$ cat src/rtl/keyed_pkg.sv
// ---------------------------------------------------------------------------
// keyed_pkg
// Shared definitions for the keyed-gate scheme (decoder now, transmitter later).
// The sender XORs each data bit with a key bit from an 8-bit Galois LFSR.
// The receiver must regenerate the identical key stream, so the LFSR math
// lives here and both ends call lfsr_next().
//
// Contents:
//   LFSR_W        - LFSR width (8)
//   LFSR_TAPS     - Galois tap mask for right-shift form (8'hB8)
//   LFSR_ZERO_FIX - substitute seed used when a zero seed is loaded (8'h01)
//   dec_state_t   - decoder FSM states {IDLE, RUN}
//   lfsr_next()   - one LFSR step
// ---------------------------------------------------------------------------
package keyed_pkg;

    localparam int LFSR_W = 8;
    localparam logic [LFSR_W-1:0] LFSR_TAPS     = 8'hB8;
    localparam logic [LFSR_W-1:0] LFSR_ZERO_FIX = 8'h01;

    typedef enum logic {
        IDLE = 1'b0,
        RUN  = 1'b1
    } dec_state_t;

    // Right-shifting Galois step: the bit falling out of position 0 is the
    // key bit, and when it is 1 the taps are folded back into the register.
    function automatic logic [LFSR_W-1:0] lfsr_next(input logic [LFSR_W-1:0] cur);
        return {1'b0, cur[LFSR_W-1:1]} ^ (cur[0] ? LFSR_TAPS : {LFSR_W{1'b0}});
    endfunction

endpackage

$ cat src/rtl/keyed_lfsr.sv
// ---------------------------------------------------------------------------
// keyed_lfsr
// Key-stream generator for the keyed-gate scheme. Holds the LFSR state,
// loads a seed (zero seeds are replaced so the register never locks up),
// and advances one step per consumed key bit.
//
// Ports:
//   clk      in   rising-edge clock
//   rst_n    in   asynchronous active-low reset (state -> LFSR_ZERO_FIX)
//   seed     in   LFSR_W-bit seed value
//   load     in   load seed this cycle (has priority over advance)
//   advance  in   step the LFSR this cycle
//   key      out  current key bit (lfsr[0])
// ---------------------------------------------------------------------------
module keyed_lfsr
    import keyed_pkg::*;
(
    input  logic              clk,
    input  logic              rst_n,
    input  logic [LFSR_W-1:0] seed,
    input  logic              load,
    input  logic              advance,
    output logic              key
);

    logic [LFSR_W-1:0] lfsr_q;

    // LFSR state register. The all-zero state is a fixed point of the
    // Galois LFSR, so a zero seed is mapped to LFSR_ZERO_FIX on load.
    always_ff @(posedge clk or negedge rst_n) begin
        if (!rst_n) begin
            lfsr_q <= LFSR_ZERO_FIX;
        end else if (load) begin
            lfsr_q <= (seed == '0) ? LFSR_ZERO_FIX : seed;
        end else if (advance) begin
            lfsr_q <= lfsr_next(lfsr_q);
        end
    end

    assign key = lfsr_q[0];

endmodule

$ cat src/rtl/keyed_stream_decoder.sv
// ---------------------------------------------------------------------------
// keyed_stream_decoder
// Receiver for the keyed-gate scheme. Regenerates the key stream from a
// shared seed, strips the key from each received serial bit, deserialises
// the decoded bits LSB-first into DATA_W-bit words and presents each word on
// a valid/ready port.
//
// Parameters:
//   DATA_W  bits per output word (2..32)
//   SEED_W  seed width; must equal keyed_pkg::LFSR_W (8)
//
// Ports:
//   clk         in   rising-edge clock
//   rst_n       in   asynchronous active-low reset
//   seed_i      in   key seed
//   seed_ld_i   in   load seed; starts/restarts a session, drops partial word
//   bit_i       in   keyed serial data bit
//   bit_vld_i   in   bit_i valid (no backpressure)
//   data_o      out  decoded word
//   data_vld_o  out  data_o valid
//   data_rdy_i  in   consumer accepts data_o
//   busy_o      out  FSM is in RUN
//   ovf_o       out  sticky overflow (word completed while output stalled)
//   par_err_o   out  parity error for current data_o
//
// Optional feature macro: KEYED_DEC_PARITY_EN
//   Defined   - each word is followed by one keyed even-parity bit; the word
//               is registered when that bit arrives and par_err_o reports a
//               mismatch, held together with data_o.
//   Undefined - no parity bit, par_err_o is constant 0.
// ---------------------------------------------------------------------------
module keyed_stream_decoder
    import keyed_pkg::*;
#(
    parameter int DATA_W = 8,
    parameter int SEED_W = 8
) (
    input  logic              clk,
    input  logic              rst_n,
    input  logic [SEED_W-1:0] seed_i,
    input  logic              seed_ld_i,
    input  logic              bit_i,
    input  logic              bit_vld_i,
    output logic [DATA_W-1:0] data_o,
    output logic              data_vld_o,
    input  logic              data_rdy_i,
    output logic              busy_o,
    output logic              ovf_o,
    output logic              par_err_o
);

    // With parity enabled the shift register keeps all DATA_W data bits while
    // the parity bit arrives; without it, the final data bit goes straight
    // from bit_i into the word, so one fewer stored bit is needed.
`ifdef KEYED_DEC_PARITY_EN
    localparam int FRAME_W = DATA_W + 1;
`else
    localparam int FRAME_W = DATA_W;
`endif
    localparam int SHR_W = FRAME_W - 1;
    localparam int CNT_W = (FRAME_W > 1) ? $clog2(FRAME_W) : 1;
    localparam logic [CNT_W-1:0] LAST_IDX = CNT_W'(FRAME_W - 1);

    dec_state_t state_q, state_d;

    logic               key;
    logic               dec_bit;
    logic               accept;
    logic               word_done;
    logic               stalled;
    logic               load_word;
    logic [CNT_W-1:0]   cnt_q;
    logic [SHR_W-1:0]   shreg_q;
    logic [SHR_W:0]     shift_in;

    keyed_lfsr u_lfsr (
        .clk     (clk),
        .rst_n   (rst_n),
        .seed    (seed_i),
        .load    (seed_ld_i),
        .advance (accept),
        .key     (key)
    );

    // FSM state register.
    always_ff @(posedge clk or negedge rst_n) begin
        if (!rst_n) begin
            state_q <= IDLE;
        end else begin
            state_q <= state_d;
        end
    end

    // Next state: a seed load always lands in RUN; RUN is only left by reset.
    always_comb begin
        state_d = state_q;
        case (state_q)
            IDLE:    if (seed_ld_i) state_d = RUN;
            RUN:     state_d = RUN;
            default: state_d = IDLE;
        endcase
    end

    assign busy_o = (state_q == RUN);

    // A seed load in the same cycle as a valid bit wins; the bit is dropped.
    assign accept    = busy_o && bit_vld_i && !seed_ld_i;
    assign dec_bit   = bit_i ^ key;
    assign shift_in  = {dec_bit, shreg_q};
    assign word_done = accept && (cnt_q == LAST_IDX);
    assign stalled   = data_vld_o && !data_rdy_i;
    assign load_word = word_done && !stalled;

    // Bit counter and deserialiser. New bits enter at the top and move down,
    // so the first bit of a frame ends up at word bit 0. Stale bits need no
    // clearing at a word boundary; the next frame overwrites all of them.
    always_ff @(posedge clk or negedge rst_n) begin
        if (!rst_n) begin
            cnt_q   <= '0;
            shreg_q <= '0;
        end else if (seed_ld_i) begin
            cnt_q   <= '0;
            shreg_q <= '0;
        end else if (accept) begin
            shreg_q <= shift_in[SHR_W:1];
            cnt_q   <= word_done ? '0 : cnt_q + CNT_W'(1);
        end
    end

    // Output word register and valid flag. A completed word is dropped when
    // the current one is still waiting; a transfer coinciding with a new word
    // keeps valid high and replaces the data.
    always_ff @(posedge clk or negedge rst_n) begin
        if (!rst_n) begin
            data_o     <= '0;
            data_vld_o <= 1'b0;
        end else if (load_word) begin
            data_o     <= shift_in[DATA_W-1:0];
            data_vld_o <= 1'b1;
        end else if (data_vld_o && data_rdy_i) begin
            data_vld_o <= 1'b0;
        end
    end

    // Sticky overflow: set on a dropped word, cleared only by a new session.
    always_ff @(posedge clk or negedge rst_n) begin
        if (!rst_n) begin
            ovf_o <= 1'b0;
        end else if (seed_ld_i) begin
            ovf_o <= 1'b0;
        end else if (word_done && stalled) begin
            ovf_o <= 1'b1;
        end
    end

`ifdef KEYED_DEC_PARITY_EN
    // Parity flag travels with data_o: the received parity bit sits above the
    // data bits in shift_in, and even parity means the XOR of all is 0.
    always_ff @(posedge clk or negedge rst_n) begin
        if (!rst_n) begin
            par_err_o <= 1'b0;
        end else if (load_word) begin
            par_err_o <= ^shift_in[DATA_W:0];
        end
    end
`else
    assign par_err_o = 1'b0;
`endif

endmodule

$ cat config.mk
export PLATFORM = sky130hd
export DESIGN_NAME = keyed_stream_decoder
export DESIGN_NICKNAME = d
export VERILOG_FILES = /design/src/rtl/keyed_pkg.sv /design/src/rtl/keyed_lfsr.sv /design/src/rtl/keyed_stream_decoder.sv
export SDC_FILE = /design/constraint.sdc
export NUM_CORES = 1
export LEC_CHECK = 0
export BUFFER_PORTS_ARGS = -buffer_cell sky130_fd_sc_hd__buf_2
export CORE_ASPECT_RATIO = 1.1
export CORE_MARGIN = 4
export CORE_UTILIZATION = 40
export CTS_CLUSTER_DIAMETER = 40
export CTS_CLUSTER_SIZE = 40
export DETAILED_ROUTE_END_ITERATION = 10
export GPL_TIMING_DRIVEN = 0
export PLACE_DENSITY = 0.62
export SLEW_MARGIN = 15
export SYNTH_ARGS = -nofsm -noshare
export SYNTH_HDL_FRONTEND = slang
export SYNTH_SLANG_ARGS = --single-unit
$ cat constraint.sdc
create_clock -name clk -period 2.8 [get_ports clk]
set_input_delay 0.28 -clock clk [delete_from_list [all_inputs] [get_ports clk]]
set_output_delay 0.28 -clock clk [all_outputs]
set_load 0.01 [all_outputs]
==> metrics.md <==
| Metric | Value |
|---|---|
| Global Route Usage Sum | approximately an eighth |
| Routed Antenna Nets | 0 |
| Max Clk Rate | around 580 MHz |
| Rel. slew slack | 57.8% |
| Initial core utilization | 42.0% |
| Total Routed Length | between 2 and 2.5 mm |
| Final cycle utilization of the critical path | just over 60% |
| DR pass1 iterations | 2 |
| Die H | about 68 um |
| Drc violations | 0 |
| Max clock buf depth | 2 |
| Logic pwr share | a little over a tenth |
| Antenna violations before repair | 0 |
| Global-route wire length before repair | between 4 and 5 mm |
| Vias in the first global route | 957 |
| Met1 usage | between 10 and 15% |
| Sequential Power Share | 57.6% |
| Synthesized area | about 0.0013 mm2 |
| Status | complete, no violations |
| Avg Cell Area, Syn | about 11 um2 |
| Hold Violations, Final | 0 |
| Yosys reg bits | 29 |
| Slew Limit Fails | 0 |
| Internal Power | ~0.57 mW |
| CTS buffer count | 5 |
| Lkg Pwr | approximately 0.77 nW |
| Core box area | ~0.0031 mm2 |
| Detailed Place HPWL | approximately 1.8 mm |
| Starting DRC count in detailed routing | 12 |
| Crit Path Class | register to register |
| Clk_lat worst skew | between 300 and 400 ps |
| PostCTS Resize Cnt | 0 |
| Actual slew at the worst max-slew pin | about 630 ps |
| Maximum vdd drop | ~0.36 mV |
| Syn_nets | 134 |
| Number of synthesized flops with an enable pin | 0 |
| Routability congestion estimate | approximately 0.75 |
| Yosys cell types | 30 |
| Worst setup EP type | register |
| Synth-to-Final Area Change | 17.6% |
| Met2 Use GR | a little under a quarter |
| Power Dens Cells | between 500 and 600 mW/mm2 |
| Gr busiest metal | met2 |
| CTS tree | yes |
| Clock share of power | around a third |
| Met3 usage | around 5.3% |
| Vias per inst | approximately 5.0 |
| Die X | ~62 um |
| Final core occ | 49.4% |
| Reg clk slew, reported paths | ~100 ps |
| Post-synthesis sequential area ratio | approximately 56% |
| Clock Sink Count | 29 |
| Port bufs | 24 |
| Rows | 21 |
| Syn Inst Count | approximately 120 |
| Post-synth ARST share | 100% |
| Net Sw Frac | 26.9% |
| # nets final | 166 |
| Tmin final | 1720 ps |
| Post-CTS setup buffers | 0 |
| Max-Cap Viols | 0 |
| CP required | around 3000 ps |
| Crit Path Max Fanout | 7 |
| Clock root cell | clkbuf_4 |
| Layout Skew | about 11 ps |
| P_sw | roughly 0.21 mW |
| Die area | approximately 0.0042 mm2 |
| Top_reg_cell synth | dfrtp_1 |
| Final antenna diode count | 0 |
| Share of cells above drive strength 1 | 33.1% |
| Largest net degree at the start of global routing | 30 |
| Setup Total Neg Slack | 0 ps |
| Routed WL per cell | 13.4 um |
| WP data arrival | between 1500 and 2000 ps |
| Worst setup SP type | register |
| RSZ-0062 raised after global routing | false |
| Vias | 932 |
| IO Pins | 26 |
| Setup violators final | 0 |
| Internal reg-to-reg setup slack | roughly 1100 ps |
| CTS H-tree depth | 2 |
| Hold Crit Class | input port to register |
| Total grt overflow | 0 |
| Synth warn | 0 |
## cell usage in the layout (no fill, tap or decap), types with 3 or more instances in the layout
master    synthesis  routed
a21oi_1          11      11
buf_2             3      27
clkbuf_4          0       5
dfrtp_1          28      28
mux2_2            7       7
mux2i_1           7       7
nand2_1          24      24
o21ai_0           8       8
xor2_1            3       3
## power groups by stage
stage / Combinational [mW] / Clock [mW] / Sequential (mW)
2_1_floorplan: 0.0542 / 0 / 0.454
3_3_place_gp: 0.0828 / 0 / 0.456
3_5_place_dp: 0.0844 / 0 / 0.457
4_1_cts: 0.0857 / 0.252 / 0.449
5_1_grt: 0.0966 / 0.271 / 0.451
6_report: 0.0837 / 0.246 / 0.449
## sequential cells by signal, indices dropped and copies added (netlist names)
signal,cells
ovf_o,1
shreg_q,7
cnt_q,3
busy_o,1
u_lfsr.lfsr_q,8
data_vld_o,1
data_o,8
## final timing paths
kind	depth (start not counted)	from	endpoint
setup reg to reg	5	cnt_q[0]	data_o[2]
min in group asynchronous	2	rst_n	data_o[4]
max in group asynchronous	2	rst_n	busy_o
hold reg to reg	1	data_o[6]	data_o[6]
hold / removal	3	seed_i[7]	u_lfsr.lfsr_q[7]
setup / recovery	5	cnt_q[0]	data_o[2]
## cells by family after synthesis
family	synth area share, %
xor+xnor	2.71
other cells	0.290
simple gates	13.9
fa+ha+maj	1.94
mux	11.5
buf+inv	3.78
flops	56.3
compound gates	9.59
## repair_timing
action | 4_1_cts | 5_1_grt
endpoints found under the hold margin | 28 | 0
setup endpoints to repair | 0 | 0
hold buffers | 1 | 0
## routing by layer
metal	share of wire, %	up-vias
met5	0	-
met4	2.0	0
met3	6.2	7
met2	50	21
met1	42	438
li1	-	466
## critical path, cell delays in order, from the launching register on
cell	delay, ps
dfrtp_1	380
ha_1	160
ha_1	210
nand4b_1	240
nor2_4	270
mux2_2	370
## cell usage after synthesis (all sizes together), types with 2 or more instances
| master | instances | area [um2] |
|---|---|---|
| a211oi | 2 | 15.0 |
| a21oi | 11 | 55.1 |
| buf | 6 | 41.3 |
| clkbuf | 2 | 7.51 |
| dfrtp | 28 | 701 |
| ha | 2 | 25.0 |
| mux2 | 7 | 78.8 |
| mux2i | 7 | 70.1 |
| nand2 | 24 | 90.1 |
| nor2 | 3 | 18.8 |
| o21ai | 8 | 40.0 |
| xor2 | 3 | 26.3 |
## layout make-up
cell class                      count  area [um2]
Clock buffer                        5        37.5
Timing Repair Buffer               25         130
Buffer                              8        48.8
Tap cell                           34        42.5
Multi-Input combinational cell     81         515
Clock inverter                      3        17.5
Fill cell                         305        1560
Sequential cell                    29         727
## through the flow
stage | worst slack, ps | cells | total power [mW] | hold slack (ps) | cell area [um2]
finish | 1080 | 185 | 0.779 | 174 | 1520
global placement | 1090 | 176 | 0.538 | 332 | 1450
floorplan | 1280 | 118 | 0.508 | -15.6 | 1290
detailed placement | 1050 | 176 | 0.541 | 344 | 1450
global route | 925 | 185 | 0.819 | 184 | 1520
CTS | 1040 | 185 | 0.787 | 166 | 1520
Note: power is estimated with default switching activity, not from simulation.
